`src/rtl/imem_fetch_controller.sv`:
```
// imem_fetch_controller
// Sequences instruction fetches from a combinational instruction memory into a
// single registered output slot with a valid/ready handshake toward decode.
// The controller idles until Start, fetches sequentially from RESET_PC, and
// halts on reaching HALT_PC. A Redirect squashes the slot and restarts fetch
// from a word-aligned target, including out of HALT.
//
// Optional feature: define IMEM_FETCH_PERF_CNT_EN to add the saturating
// FetchCount / StallCount performance counter outputs.

module imem_fetch_controller #(
    parameter logic [63:0] RESET_PC = 64'h0,
    parameter logic [63:0] HALT_PC  = 64'h058
) (
    input  logic        CLK,
    input  logic        resetl,
    input  logic        Start,
    output logic [63:0] ImemAddress,
    input  logic [31:0] ImemData,
    output logic [31:0] Instruction,
    output logic [63:0] InstrPC,
    output logic        InstrValid,
    input  logic        InstrReady,
    input  logic        Redirect,
    input  logic [63:0] RedirectPC,
    output logic        Halted
`ifdef IMEM_FETCH_PERF_CNT_EN
    ,
    output logic [31:0] FetchCount,
    output logic [31:0] StallCount
`endif
);

    typedef enum logic [1:0] {
        ST_IDLE = 2'd0,
        ST_RUN  = 2'd1,
        ST_HALT = 2'd2
    } state_t;

    state_t      state_reg;
    state_t      state_next;
    logic [63:0] pc_reg;
    logic [63:0] pc_next;
    logic [31:0] instr_reg;
    logic [31:0] instr_next;
    logic [63:0] instr_pc_reg;
    logic [63:0] instr_pc_next;
    logic        valid_reg;
    logic        valid_next;

    // The output slot can take a new instruction when it is empty or being
    // drained by decode in this same cycle.
    logic        slot_free;
    logic [63:0] redirect_target;

    assign slot_free       = !valid_reg || InstrReady;
    assign redirect_target = {RedirectPC[63:2], 2'b00};

    // State, PC and output slot registers; reset clears everything at once.
    always_ff @(posedge CLK or negedge resetl) begin
        if (!resetl) begin
            state_reg    <= ST_IDLE;
            pc_reg       <= RESET_PC;
            instr_reg    <= '0;
            instr_pc_reg <= '0;
            valid_reg    <= 1'b0;
        end else begin
            state_reg    <= state_next;
            pc_reg       <= pc_next;
            instr_reg    <= instr_next;
            instr_pc_reg <= instr_pc_next;
            valid_reg    <= valid_next;
        end
    end

    // Next-state and slot update: redirect beats everything, then halt
    // detection, then a normal fetch; an occupied slot stalls the pipeline.
    always_comb begin
        state_next    = state_reg;
        pc_next       = pc_reg;
        instr_next    = instr_reg;
        instr_pc_next = instr_pc_reg;
        valid_next    = valid_reg;

        case (state_reg)
            ST_IDLE: begin
                // Redirect is meaningless before fetching has been started.
                if (Start) begin
                    state_next = ST_RUN;
                end
            end

            ST_RUN: begin
                if (Redirect) begin
                    // Squash whatever sits in the slot, even if decode is
                    // taking it this cycle: it is on the wrong path.
                    valid_next = 1'b0;
                    pc_next    = redirect_target;
                end else if (slot_free) begin
                    if (pc_reg == HALT_PC) begin
                        valid_next = 1'b0;
                        state_next = ST_HALT;
                    end else begin
                        instr_next    = ImemData;
                        instr_pc_next = pc_reg;
                        valid_next    = 1'b1;
                        pc_next       = pc_reg + 64'd4;
                    end
                end
            end

            ST_HALT: begin
                if (Redirect) begin
                    valid_next = 1'b0;
                    pc_next    = redirect_target;
                    state_next = ST_RUN;
                end
            end

            default: begin
                state_next = ST_IDLE;
                valid_next = 1'b0;
            end
        endcase
    end

    assign ImemAddress = pc_reg;
    assign Instruction = instr_reg;
    assign InstrPC     = instr_pc_reg;
    assign InstrValid  = valid_reg;
    assign Halted      = (state_reg == ST_HALT);

`ifdef IMEM_FETCH_PERF_CNT_EN
    // Counter 0 counts instructions actually consumed by decode (a squashed
    // slot is not consumed); counter 1 counts RUN cycles where decode
    // back-pressures a valid instruction.
    logic [1:0] cnt_inc;

    assign cnt_inc[0] = valid_reg && InstrReady && !Redirect;
    assign cnt_inc[1] = (state_reg == ST_RUN) && valid_reg && !InstrReady;

    for (genvar gi = 0; gi < 2; gi++) begin : g_cnt
        logic [31:0] count_reg;

        // Saturating event counter.
        always_ff @(posedge CLK or negedge resetl) begin
            if (!resetl) begin
                count_reg <= '0;
            end else if (cnt_inc[gi] && (count_reg != 32'hFFFF_FFFF)) begin
                count_reg <= count_reg + 32'd1;
            end
        end
    end

    assign FetchCount = g_cnt[0].count_reg;
    assign StallCount = g_cnt[1].count_reg;
`endif

endmodule

```
`config.mk`:
```
export PLATFORM = sky130hd
export DESIGN_NAME = imem_fetch_controller
export DESIGN_NICKNAME = d
export VERILOG_FILES = /design/src/rtl/imem_fetch_controller.sv
export SDC_FILE = /design/constraint.sdc
export NUM_CORES = 1
export LEC_CHECK = 0
export ABC_AREA = 1
export CAP_MARGIN = 5
export CORE_UTILIZATION = 45
export CTS_BUF_LIST = sky130_fd_sc_hd__clkbuf_4 sky130_fd_sc_hd__clkbuf_8
export DETAILED_ROUTE_END_ITERATION = 12
export PLACE_DENSITY = 0.84
export SYNTH_ARGS = -nofsm -noshare
export SYNTH_HDL_FRONTEND = slang
export SYNTH_SLANG_ARGS = --single-unit
export TNS_END_PERCENT = 20
```
`constraint.sdc`:
```
create_clock -name CLK -period 2.2 [get_ports CLK]
set_input_delay 0.33 -clock CLK [delete_from_list [all_inputs] [get_ports CLK]]
set_output_delay 0.33 -clock CLK [all_outputs]
set_load 0.05 [all_outputs]
```
==> impl_summary.txt <==
----------------------------------------------------
[Run status]
  Outcome ... complete, no violations

[Global routing]
  Initial antenna violation count ... 0
  Largest net degree at the start of global routing ... 76
  Via count of the first global-routing pass ... 8,822
  Aggregate global routing overflow ... 0
  Global routing usage summed across all routing layers ... 29.9%
  Global-route wire length before repair ... 46,800 µm

[Worst setup path]
  Cell depth of the worst setup path ... 1
  Total buffers and inverters traversed by the critical path ... 1
  Critical setup path kind ... register to output port
  Top delay family on crit path ... buffers and inverters
  CP Data Arrival Time ... 1820 ps
  Worst Path Required ... 1870 ps
  Depth of the most critical reg-to-reg path ... 13
  Cell at the slowest stage of the critical path ... clkdlybuf4s50_1
  Chain of cells forming the critical path ... clkdlybuf4s50_1
  Largest stage delay, worst path ... 850 ps
  Kind of end point of the critical path ... output port
  Maximum net fanout on the critical path ... 7
  Critical Path Source Type ... register

[Power and ir drop]
  Switching pwr ... 0.0115 W
  Power density cells ... 1660 nW/µm²
  Cell internal pwr ... 0.00952 W
  Lkg Pwr ... 6.03 nW
  Combinational share of power ... 62.4%
  Worst vdd ir ... 0.979 mV
  Switching part of the total power ... 54.8%
  Sequential Power Share ... 26.6%
  Clk network pwr share ... 11.0%

[Routing]
  Total length of routed wires ... 31,000 µm
  Count of unresolved DRC violations after routing ... 0
  Number of design-rule violations left by the first detailed-router iteration ... 674
  Number of search-and-repair iterations in the first detailed-routing pass ... 5
  Post-route antenna net violation count ... 0
  Number of vias per cell after detailed routing ... 5.04
  Average detailed-routed wire length per instance ... 16.6 µm
  Via count of the routed design ... 9,412

[Yosys]
  Yosys synthesis warning count ... 0
  Netlist Area Pre-Place ... 9150 µm²
  Number of distinct library cells after synthesis ... 36
  Mean instance size in the synthesized netlist ... 7.00 µm²
  Number of instances in the synthesized netlist ... 1,307
  Share of synthesized area occupied by flip-flops and latches ... 43.5%
  Flip-flop and latch count after synthesis ... 159

[Clocking]
  Clock transition at the registers of the reported paths ... 100 ps
  Clk Latency, worst-skew pair ... 470 ps
  TritonCTS clock tree ... yes
  Total number of clock tree sinks ... 159
  CTS Buffer Depth ... 2
  H-tree level count ... 4
  Number of buffers added by the clock tree synthesis step ... 17
  Cell chosen for the clock root ... clkbuf_8

[STA]
  Max Freq ... 0.464 GHz
  Remaining max-slew budget at the tightest pin ... 61.1%
  Transition time at the pin with the least slew margin ... 583 ps
  Max-slew violations ... 0
  Final clock period utilization by the worst path ... 97.9%
  Worst clock skew ... 15.9 ps
  Count of final hold-check violations ... 0
  Post-layout min period ... 2150 ps
  Final TNS setup ... 0 ps
  Unrepaired setup endpoints after global routing ... false
  Worst hold-check slack ... 222 ps
  Number of setup violations in the final report ... 0

[Final layout]
  Commonest cells after routing, fill and taps aside ... nand2_1, clkdlybuf4s50_1, dfrtp_1, nor2_1, o21ai_0
  Final core utilization ... 64.4%
  Most frequent standard cell in the layout excluding fill and tap cells ... nand2_1
  Relative area change from synthesis to final layout ... 38.8%
  Net count reported at finish ... 1,692
  Layout cells sized above 1 ... 9.05%
  # diodes ... 0

[Die]
  Number of top-level pins ... 263
  Die Y ... 145 µm
  Area of the placeable core ... 19,700 µm²
  Full die area ... 20,900 µm²
  Starting Density ... 46.4%
  Standard-cell rows ... 51
  Die W ... 145 µm

[Place]
  Placer's final routability congestion estimate ... 0.978
  DPL Wire Length ... 23,900 µm
  Input/output buffers ... 256

[Flow run]
  Number of maximum-capacitance constraint violations ... 0

[Worst hold path]
  Hold/Removal Path Class ... input port to asynchronous set/reset pin

----------------------------------------------------
[worst reg2reg max path: stages (launching register included)]
cell	delay, ps
dfrtp_2	450
inv_2	110
ha_2	230
nand3_1	90
nor2_1	110
nand2_1	120
nor2_2	150
nand2_2	110
nand2_4	110
nand2_4	70
nand2_8	160
clkbuf_16	220
nand2_1	60
nand2_1	70
[cells in the mapped netlist, drive strengths merged]
library cell | number | share of area [%]
nand2 | 574 | 24
dfrtp | 159 | 43
nor2 | 156 | 7.1
o21ai | 146 | 8.3
inv | 116 | 4.8
nand3 | 50 | 2.8
buf | 33 | 3.5
xor2 | 27 | 2.6
clkbuf | 16 | 0.68
nand4 | 15 | 1.2
mux2i | 4 | 0.44
a21oi | 3 | 0.33
ha | 2 | 0.27
clkinv | 1 | 0.041
conb | 1 | 0.041
nor3 | 1 | 0.11
o21bai | 1 | 0.082
o31ai | 1 | 0.082
or2 | 1 | 0.068
[metal layers]
metal  global-route usage (%)  wire length, µm  vias to the layer above  share of wire, %
met5                        0                0                        -                 0
met2                     49.6            14500                      405                47
met3                     5.43             2510                       57               8.1
li1                         -                -                     4603                 -
met4                     10.5              870                        0               2.8
met1                     39.1            13100                     4347                42
[kinds of logic (layout without fill, tap and decap cells)]
| family | Yosys count | count (layout) | synth area share (%) |
|---|---|---|---|
| muxes | 4 | 4 | 0.438 |
| AOI/OAI and AO/OA | 151 | 151 | 8.81 |
| adders and majority gates | 2 | 2 | 0.273 |
| xor gates and xnor gates | 27 | 27 | 2.58 |
| DFF | 159 | 159 | 43.5 |
| other | 1 | 4 | 0.0410 |
| and+or+nand+nor | 797 | 797 | 35.4 |
| buffers and inverters | 166 | 458 | 8.98 |
[final cells by class]
cell class | count | area, µm²
fillers | 1713 | 7020
multi-input cells | 985 | 4370
flip-flops and latches | 159 | 3980
repair buffers | 309 | 3150
inverters | 117 | 439
well taps | 265 | 332
clock buffers | 17 | 234
clock inverters | 15 | 188
[final timing paths]
check / startpoint / endpoint / slack [ps]
worst max-delay path: ImemAddress[11] / ImemAddress[11] / 50
worst min-delay path: resetl / Instruction[1] / 220
worst max register to register: ImemAddress[2] / ImemAddress[45] / 90
worst min register to register: InstrPC[13] / InstrPC[13] / 490
max in group asynchronous: resetl / InstrPC[38] / 1350
min in group CLK: ImemData[29] / Instruction[29] / 410
[per-stage QoR]
step           worst slack, ps  cells  instance area (µm²)  total power, W
2_1_floorplan              125   1310                 9160          0.0141
3_3_place_gp               171   1832                12200          0.0184
3_5_place_dp               129   1832                12200          0.0186
4_1_cts                   3.72   1865                12600          0.0209
5_1_grt                   2.40   1867                12700          0.0223
6_report                  47.0   1867                12700          0.0211
[power by group through the flow]
stage	logic [W]	clock network [W]	registers (W)
6_report	0.0131	0.00231	0.00560
5_1_grt	0.0141	0.00247	0.00576
4_1_cts	0.0130	0.00236	0.00557
3_5_place_dp	0.0130	0	0.00562
3_3_place_gp	0.0128	0	0.00556
2_1_floorplan	0.00405	0	0.0100
[what timing repair did]
action,in CTS,in global routing
hold buffers,1,0
resized for setup,14,14
setup buffers,0,0
cloned,0,2
endpoints found under the setup margin,14,59
endpoints found under the hold margin,159,0
Power figures use the tool's default switching activity.
